===== config.mk =====
export PLATFORM = sky130hd
export DESIGN_NAME = data_ram_arb
export DESIGN_NICKNAME = d
export VERILOG_FILES = /design/src/rtl/data_ram_pkg.sv /design/src/rtl/data_ram_lane.sv /design/src/rtl/data_ram_arb.sv
export SDC_FILE = /design/constraint.sdc
export NUM_CORES = 1
export LEC_CHECK = 0
export CAP_MARGIN = 20
export CORE_AREA = 2 2 206 208
export CTS_BUF_LIST = sky130_fd_sc_hd__clkbuf_8
export CTS_CLUSTER_DIAMETER = 120
export DETAILED_ROUTE_END_ITERATION = 12
export DIE_AREA = 0 0 208 210
export GPL_TIMING_DRIVEN = 0
export PLACE_DENSITY = 0.63
export SKIP_LAST_GASP = 1
export SLEW_MARGIN = 25
export SYNTH_ARGS = -nofsm -noshare
export SYNTH_HDL_FRONTEND = slang
export SYNTH_SLANG_ARGS = --single-unit
export TNS_END_PERCENT = 5

===== constraint.sdc =====
create_clock -name clk_i -period 4.6 [get_ports clk_i]
set_input_delay 0.46 -clock clk_i [delete_from_list [all_inputs] [get_ports clk_i]]
set_output_delay 0.46 -clock clk_i [all_outputs]
set_load 0.005 [all_outputs]

===== src/rtl/data_ram_pkg.sv =====
// Shared definitions for the data RAM arbiter: access size codes, sequencer states
// and the size-to-byte-count helper.
package data_ram_pkg;

  localparam logic [1:0] SZ_B = 2'd0;
  localparam logic [1:0] SZ_H = 2'd1;
  localparam logic [1:0] SZ_W = 2'd2;
  localparam logic [1:0] SZ_D = 2'd3;

  typedef enum logic [1:0] {
    IDLE   = 2'd0,
    ACCESS = 2'd1,
    WRITE  = 2'd2,
    RESP   = 2'd3
  } state_e;

  function automatic logic [3:0] size_nbytes(input logic [1:0] size);
    return 4'd1 << size;
  endfunction

endpackage


===== src/rtl/data_ram_lane.sv =====
// Byte-lane datapath: merges store data into an old doubleword and sign/zero-extends
// load data, both driven by the access size.
module data_ram_lane
  import data_ram_pkg::*;
(
  input  logic [63:0] old_i,
  input  logic [63:0] wdata_i,
  input  logic [1:0]  size_i,
  input  logic        unsigned_i,
  input  logic [63:0] rdata_i,
  output logic [63:0] merged_o,
  output logic [63:0] load_o
);

  logic [3:0] nbytes;
  logic       sign_bit;
  logic [7:0] fill;

  assign nbytes = size_nbytes(size_i);

  always_comb begin
    sign_bit = rdata_i[63];
    case (size_i)
      SZ_B:    sign_bit = rdata_i[7];
      SZ_H:    sign_bit = rdata_i[15];
      SZ_W:    sign_bit = rdata_i[31];
      default: sign_bit = rdata_i[63];
    endcase
  end

  assign fill = {8{sign_bit & ~unsigned_i}};

  // Bytes below nbytes come from the access; bytes above keep old data (store)
  // or take the extension fill (load).
  for (genvar gi = 0; gi < 8; gi++) begin : g_byte
    logic in_access;
    assign in_access            = (4'(gi) < nbytes);
    assign merged_o[gi*8 +: 8]  = in_access ? wdata_i[gi*8 +: 8] : old_i[gi*8 +: 8];
    assign load_o[gi*8 +: 8]    = in_access ? rdata_i[gi*8 +: 8] : fill;
  end

endmodule


===== src/rtl/data_ram_arb.sv =====
// Two-port arbiter and access sequencer for the single-port 64-bit data RAM:
// sized loads with extension, read-modify-write for sub-doubleword stores, bounds check.
module data_ram_arb
  import data_ram_pkg::*;
#(
  parameter int MEM_BYTES = 1024,
  parameter int ADDR_W    = 64
) (
  input  logic                  clk_i,
  input  logic                  rst_n_i,
  input  logic [1:0]            req_valid_i,
  output logic [1:0]            req_ready_o,
  input  logic [2*ADDR_W-1:0]   req_addr_i,
  input  logic [127:0]          req_wdata_i,
  input  logic [1:0]            req_we_i,
  input  logic [3:0]            req_size_i,
  input  logic [1:0]            req_unsigned_i,
  output logic [1:0]            rsp_valid_o,
  output logic [63:0]           rsp_rdata_o,
  output logic                  rsp_err_o,
  output logic [ADDR_W-1:0]     mem_addr_o,
  output logic [63:0]           mem_wdata_o,
  output logic                  mem_wen_o,
  input  logic [63:0]           mem_rdata_i
);

  localparam logic [ADDR_W:0] MEM_LIMIT = (ADDR_W+1)'(MEM_BYTES);

  state_e              state_q, state_d;
  logic                prio_q, prio_d;
  logic                owner_q, owner_d;
  logic                we_q, we_d;
  logic                uns_q, uns_d;
  logic                err_q, err_d;
  logic [1:0]          size_q, size_d;
  logic [ADDR_W-1:0]   addr_q, addr_d;
  logic [63:0]         wdata_q, wdata_d;
  logic [63:0]         data_q, data_d;

  logic [ADDR_W-1:0]   addr_p  [2];
  logic [63:0]         wdata_p [2];
  logic [1:0]          size_p  [2];

  logic                grant;
  logic                range_err;
  logic [63:0]         merged;
  logic [63:0]         load_ext;

  for (genvar gi = 0; gi < 2; gi++) begin : g_port
    assign addr_p[gi]  = req_addr_i[gi*ADDR_W +: ADDR_W];
    assign wdata_p[gi] = req_wdata_i[gi*64 +: 64];
    assign size_p[gi]  = req_size_i[gi*2 +: 2];
  end

  assign grant = (&req_valid_i) ? prio_q : req_valid_i[1];

  // One extra bit so addresses near the top of the space cannot wrap past the check.
  assign range_err = ({1'b0, addr_q} + (ADDR_W+1)'(size_nbytes(size_q))) > MEM_LIMIT;

  data_ram_lane u_lane (
    .old_i      (data_q),
    .wdata_i    (wdata_q),
    .size_i     (size_q),
    .unsigned_i (uns_q),
    .rdata_i    (data_q),
    .merged_o   (merged),
    .load_o     (load_ext)
  );

  always_comb begin
    state_d     = state_q;
    prio_d      = prio_q;
    owner_d     = owner_q;
    we_d        = we_q;
    uns_d       = uns_q;
    err_d       = err_q;
    size_d      = size_q;
    addr_d      = addr_q;
    wdata_d     = wdata_q;
    data_d      = data_q;
    req_ready_o = '0;
    rsp_valid_o = '0;
    rsp_rdata_o = '0;
    rsp_err_o   = 1'b0;
    mem_addr_o  = '0;
    mem_wdata_o = '0;
    mem_wen_o   = 1'b0;
    case (state_q)
      IDLE: begin
        // Ready is gated by reset so nothing is offered while the sequencer is held.
        if ((|req_valid_i) && rst_n_i) begin
          req_ready_o[grant] = 1'b1;
          owner_d = grant;
          addr_d  = addr_p[grant];
          wdata_d = wdata_p[grant];
          size_d  = size_p[grant];
          we_d    = req_we_i[grant];
          uns_d   = req_unsigned_i[grant];
          err_d   = 1'b0;
          prio_d  = ~grant;
          state_d = ACCESS;
        end
      end
      ACCESS: begin
        mem_addr_o = addr_q;
        if (range_err) begin
          err_d   = 1'b1;
          state_d = RESP;
        end else if (!we_q) begin
          data_d  = mem_rdata_i;
          state_d = RESP;
        end else if (size_q == SZ_D) begin
          mem_wen_o   = 1'b1;
          mem_wdata_o = wdata_q;
          state_d     = RESP;
        end else begin
          data_d  = mem_rdata_i;
          state_d = WRITE;
        end
      end
      WRITE: begin
        mem_addr_o  = addr_q;
        mem_wen_o   = 1'b1;
        mem_wdata_o = merged;
        state_d     = RESP;
      end
      RESP: begin
        rsp_valid_o[owner_q] = 1'b1;
        rsp_err_o            = err_q;
        rsp_rdata_o          = (we_q || err_q) ? 64'd0 : load_ext;
        state_d              = IDLE;
      end
      default: state_d = IDLE;
    endcase
  end

  always_ff @(posedge clk_i or negedge rst_n_i) begin
    if (!rst_n_i) begin
      state_q <= IDLE;
      prio_q  <= 1'b0;
      owner_q <= 1'b0;
      we_q    <= 1'b0;
      uns_q   <= 1'b0;
      err_q   <= 1'b0;
      size_q  <= '0;
      addr_q  <= '0;
      wdata_q <= '0;
      data_q  <= '0;
    end else begin
      state_q <= state_d;
      prio_q  <= prio_d;
      owner_q <= owner_d;
      we_q    <= we_d;
      uns_q   <= uns_d;
      err_q   <= err_d;
      size_q  <= size_d;
      addr_q  <= addr_d;
      wdata_q <= wdata_d;
      data_q  <= data_d;
    end
  end

endmodule


# == Word level (Yosys, flattened, before mapping) ==
# Cells that the tools add are included.
# op_classes
add_sub_neg,1
order_cmp,14
n_eq_ne,9
shift,1
muxes,60
bitwise_logic,5
n_reduce_logical,13
# op_table
op,n
64-bit two-way mux,14
8-bit two-way mux,16
64-bit case mux with 2 select lines,1
64-bit by 4-bit adder with 65-bit output,1
"65-bit by 11-bit > comparator with 1-bit output, second input constant",1
"3-bit by 4-bit < comparator with 1-bit output, first input constant",4
1-bit two-way mux,16
2-bit two-way mux,7
"2-bit equality test, second input constant",4
"1-bit by 4-bit < comparator with 1-bit output, first input constant",2
"2-bit by 4-bit < comparator with 1-bit output, first input constant",2
2-bit case mux with 4 select lines,1
"2-bit != test, second input constant",3
3-bit AND reduction,2
"2-bit by 1-bit equality test with 1-bit output, second input constant",2
2-bit zero test,2
"1-bit by 2-bit < comparator with 1-bit output, second input constant",2
1-bit case mux with 2 select lines,2
2-bit AND reduction,2
2-bit OR reduction,2
"1-bit by 2-bit << shifter with 4-bit output, first input constant",1
1-bit logical AND,3
1-bit inverter,3
1-bit case mux with 3 select lines,1
7 further kinds,9
# totals
reg_bits,201
inputBits,332
output_inout_bits,198
elab_cells,113

# == Depth between registers and ports, before layout ==
# depth
word_depth,8
depth_mapped,18
depth_no_buf,13

# == Modules after synthesis ==
# From an unflattened synthesis, not the netlist that was laid out.
# hier_totals
hier_cells,1646
hier_area_um2,14296.2
# by_module_without_submodules
mod,n_inst,cells_per_inst,area_per_inst_um2,seq_area_each_um2
data_ram_arb,1,1434,12788.5,5029.8
data_ram_lane,1,212,1507.7,0.0

# == Least setup slack after synthesis ==
# OpenSTA, ideal clock, no wires.
# synth_timing
kind,reg2out
start,reg size_q[0]
end,out mem_wdata_o[10]
arrival_time_ns,4.355
required_ns,4.140
setup_slack_ns,-0.215
stages_incl_launch_ff,19
path_cell_list,dfrtp_1 > buf_2 > nor2_1 > clkbuf_1 > ha_1 > inv_1 > fa_1 > nand4bb_1 > nand4_1 > clkbuf_1 > nand4_1 > nor4_1 > mux2i_1 > or4b_1 > nor3_2 > and4_1 > buf_2 > buf_2 > a21o_1
# synth_via
elab_chain_len,5
# synth_lines
element,line_no,source
start: declaration,data_ram_arb.sv:35,"logic [1:0] size_q, size_d;"
start signal: assignment,data_ram_arb.sv:156,size_q <= size_d;
1-bit by 2-bit << shifter with 4-bit output or 2-bit equality test (tied branches),"data_ram_pkg.sv:18, data_ram_arb.sv:112",
64-bit by 4-bit adder with 65-bit output or 64-bit two-way mux (tied branches),"data_ram_arb.sv:58, data_ram_arb.sv:112",
65-bit by 11-bit > comparator with 1-bit output or 64-bit two-way mux (tied branches),"data_ram_arb.sv:58, data_ram_arb.sv:109",
64-bit two-way mux,data_ram_arb.sv:106,if (range_err) begin
64-bit case mux with 2 select lines (*),data_ram_arb.sv:88,case (state_q)
end: declaration,data_ram_arb.sv:22,"output logic [63:0] mem_wdata_o,"
# Every way passes the cells marked *; elsewhere a longest branch is shown, timed or not.

# == Worst setup path in the final report ==
# layout_timing
start,reg size_q[0]
end,out mem_wdata_o[27]
# Same word-level chain as after synthesis.

==> impl_metrics.env <==
export IMPL_endpoint_kind="output pin"
export IMPL_first_iter_violations=788
export IMPL_clock_path_buffers=3
export IMPL_synth_area_leader_cell="dfrtp_1"
export IMPL_cp_required_ns=4.14
export IMPL_grt_max_degree=74
export IMPL_viasPerCell=5.305
export IMPL_arrival_ns=4.96
export IMPL_cts_root_buf="clkbuf_8"
export IMPL_die_area_um2=43680
export IMPL_netlist_area_um2=13240
export IMPL_wirelength_mm=60.25
export IMPL_clkTransAtPathRegs_ns=0.07
export IMPL_slew_violations=0
export IMPL_numCtsBuffers=38
export IMPL_violations="setup timing"
export IMPL_first_pass_iters=5
export IMPL_synth_edf_count=0
export IMPL_h_tree_depth=2
export IMPL_ir_drop_mv=0.2025
export IMPL_power_leakage_uw=0.009485
export IMPL_grt_pass1_vias=14099
export IMPL_min_path_type="input pin to flip-flop"
export IMPL_p_per_area_nw_per_um2=476.2
export IMPL_synth_flop_cell="dfrtp_1"
export IMPL_yosys_area_top_type_share_pct=38.00
export IMPL_drv_cap=0
export IMPL_fp_dieH_um=210
export IMPL_slew_headroom_pct=32.72
export IMPL_gr_usage_met2_pct=49.10
export IMPL_synthTopCellsByArea="dfrtp_1 38%, mux2i_1 10%, mux2_4 6.8%, o21ai_0 5.6%, nand2_1 5.2%"
export IMPL_period_share_pct=117.9
export IMPL_worstMarginPinSlew_ns=1.009
export IMPL_synth_seq_area_share_pct=38.00
export IMPL_dpl_instance_area_um2=19280
export IMPL_gp_congestion=0.9312
export IMPL_core_um2=41480
export IMPL_initial_core_util_pct=31.91
export IMPL_grt_busiest_layer="met2"
export IMPL_stdcell_count=2591
export IMPL_grt_overflow_total=0
export IMPL_fin_crit_ns=5.425
export IMPL_grtUsageTotal_pct=26.95
export IMPL_fmax_mhz=184.3
export IMPL_yosys_top_cells_count="201 x dfrtp_1, 182 x nand2_1, 148 x o21ai_0, 138 x mux2i_1, 81 x clkbuf_1"
export IMPL_start_kind="flip-flop"
export IMPL_setup_violations=67
export IMPL_fin_area_um2=20550
export IMPL_row_count=75
export IMPL_cts_tree="built"
export IMPL_synthCells=1424
export IMPL_worst_setup_path_type="flip-flop to output pin"
export IMPL_drive_gt1_share_pct=11.51
export IMPL_grt_antenna_before_repair=10
export IMPL_pin_count=530
export IMPL_fin_nets=2370
export IMPL_dp_final_hpwl_mm=47.06
export IMPL_grt_use_met1_pct=30.35
export IMPL_grt_pass1_wl_mm=89.00
export IMPL_synth_seq_cells=201
export IMPL_finalClockSkew_ns=0.02411
export IMPL_ant_nets=0
export IMPL_die_w_um=208
export IMPL_crit_chain="buf_6 -> buf_12 -> nand2_4 -> inv_1 -> ha_4 -> nor2_1 -> a21o_1 -> or4_4 -> buf_6 -> nor4_2 -> o211ai_1 -> or4_4 -> nor3_4 -> and4_4 -> buf_12 -> bufbuf_16 -> a21o_1 -> clkdlybuf4s15_1"
export IMPL_portBuffers=529
export IMPL_worst_slack_ns=-0.8247
export IMPL_status="finished, violations left"
export IMPL_critPathMaxStageDelay_ns=0.57
export IMPL_routed_via_count=13746
export IMPL_clkSinkCount=201
export IMPL_gr_usage_met3_pct=6.600
export IMPL_slowest_stage="or4_4"
export IMPL_avgSynthCellArea_um2=9.295
export IMPL_yosys_warnings=0
export IMPL_area_growth_pct=55.25
export IMPL_synth_nets=1764
export IMPL_hold_viol=0
export IMPL_ys_types=65
export IMPL_placed_cells=2494
export IMPL_wl_per_cell_um=23.25
export IMPL_drc_errors=0
export IMPL_worstPathMaxFanout=10
export IMPL_rsz0062_at_grt="yes"
export IMPL_synthArstFlopShare_pct=100.0
export IMPL_insertion_delay_ns=0.60
export IMPL_yosysMostFrequentCell="dfrtp_1"
-- what timing repair did --
item / CTS / global route
setup buffers: 29 / 5
resized for setup: 212 / 15
gates cloned: 2 / 0
hold buffers: 2 / 0
pin swaps: 24 / 11
endpoints found under the setup margin: 131 / 127
hold endpoints to repair: 66 / 0
-- power breakdown --
group          switching [uW]  internal (uW)  leakage [uW]
registers                 634           2350       0.00246
logic                    2650           2450       0.00662
clock network             810            896      0.000402
-- metrics by stage --
stage                     power [uW]  worst slack, ns  utilization (%)  setup TNS (ns)  hold slack (ns)
final                           9786          -0.8247            49.54          -50.09           0.4727
after global routing           10490           -1.026            49.54          -66.12           0.4724
after CTS                       9835          -0.8336            49.47          -51.91           0.4394
after detailed placement        7972           -1.826            46.48         -160.40           0.4656
after global placement          7899           -6.877            46.31        -2202.49           0.4644
after floorplan                 5304          0.01407                -               0           0.1644
-- sequential cells by signal, indices dropped and copies added, names as in the netlist --
name,flops
data_q,64
prio_q,1
size_q,2
wdata_q,64
owner_q,1
err_q,1
we_q,1
uns_q,1
state_q,2
addr_q,64
-- cell type report --
| cell class | count | area (um^2) |
|---|---|---|
| fill | 4025 | 20930 |
| multi-input combinational | 1087 | 7799 |
| timing repair buffer | 569 | 5672 |
| sequential | 201 | 5030 |
| tap | 539 | 674.4 |
| clock buffer | 46 | 633.1 |
| buffer | 117 | 613.1 |
| clock inverter | 14 | 63.81 |
| inverter | 16 | 60.06 |
| antenna | 2 | 5.005 |
-- worst max-delay path: cells and delay by family, from the launching register on --
family	cells	cell delay, ns
AO/OA/AOI/OAI	3	0.53
flip-flops	1	0.39
AND/OR/NAND/NOR	7	1.98
adder cells (fa/ha/maj)	1	0.32
buffers and inverters	7	1.15
-- kinds of logic (layout without fill, tap and decap cells) --
logic type	after synthesis	in the layout	share of synthesized area (%)
multiplexers	202	202	17.58
AND/OR/NAND/NOR	473	473	18.88
buffers and inverters	136	762	4.367
other	0	2	0
AO/OA/AOI/OAI	389	389	19.36
flip-flops	201	201	38.00
adder cells (fa/ha/maj)	9	9	0.8885
XOR/XNOR	14	14	0.9264
-- final timing paths --
| check | start | to | slack (ns) | cells past startpoint |
|---|---|---|---|---|
| max | size_q[0] | mem_wdata_o[27] | -0.82 | 18 |
| min | mem_rdata_i[41] | data_q[41] | 0.47 | 2 |
| max reg2reg | size_q[0] | data_q[5] | 0.12 | 17 |
| min reg2reg | wdata_q[2] | wdata_q[2] | 0.49 | 2 |
| max in group asynchronous | rst_n_i | wdata_q[17] | 3.36 | 3 |
| min in group asynchronous | rst_n_i | data_q[38] | 0.85 | 3 |
-- cells in the final DEF (no fill, tap or decap), drive strengths merged, types with 30 or more instances in the layout --
cell | synthesis | final
clkbuf | 81 | 126
buf | 39 | 92
mux2 | 64 | 64
and3 | 30 | 30
o21ai | 148 | 148
mux2i | 138 | 138
and2 | 70 | 70
nand4 | 34 | 34
clkdlybuf4s50 | 0 | 463
a21o | 60 | 60
nand2 | 182 | 182
o21a | 51 | 51
a22o | 56 | 56
dfrtp | 201 | 201
a21oi | 34 | 34
-- routing by layer --
metal	wire length [um]	vias up
met5	57	-
met4	1929	8
met3	4008	101
met2	31270	502
met1	22980	6740
li1	-	6395
(Power assumes the default switching activity.)
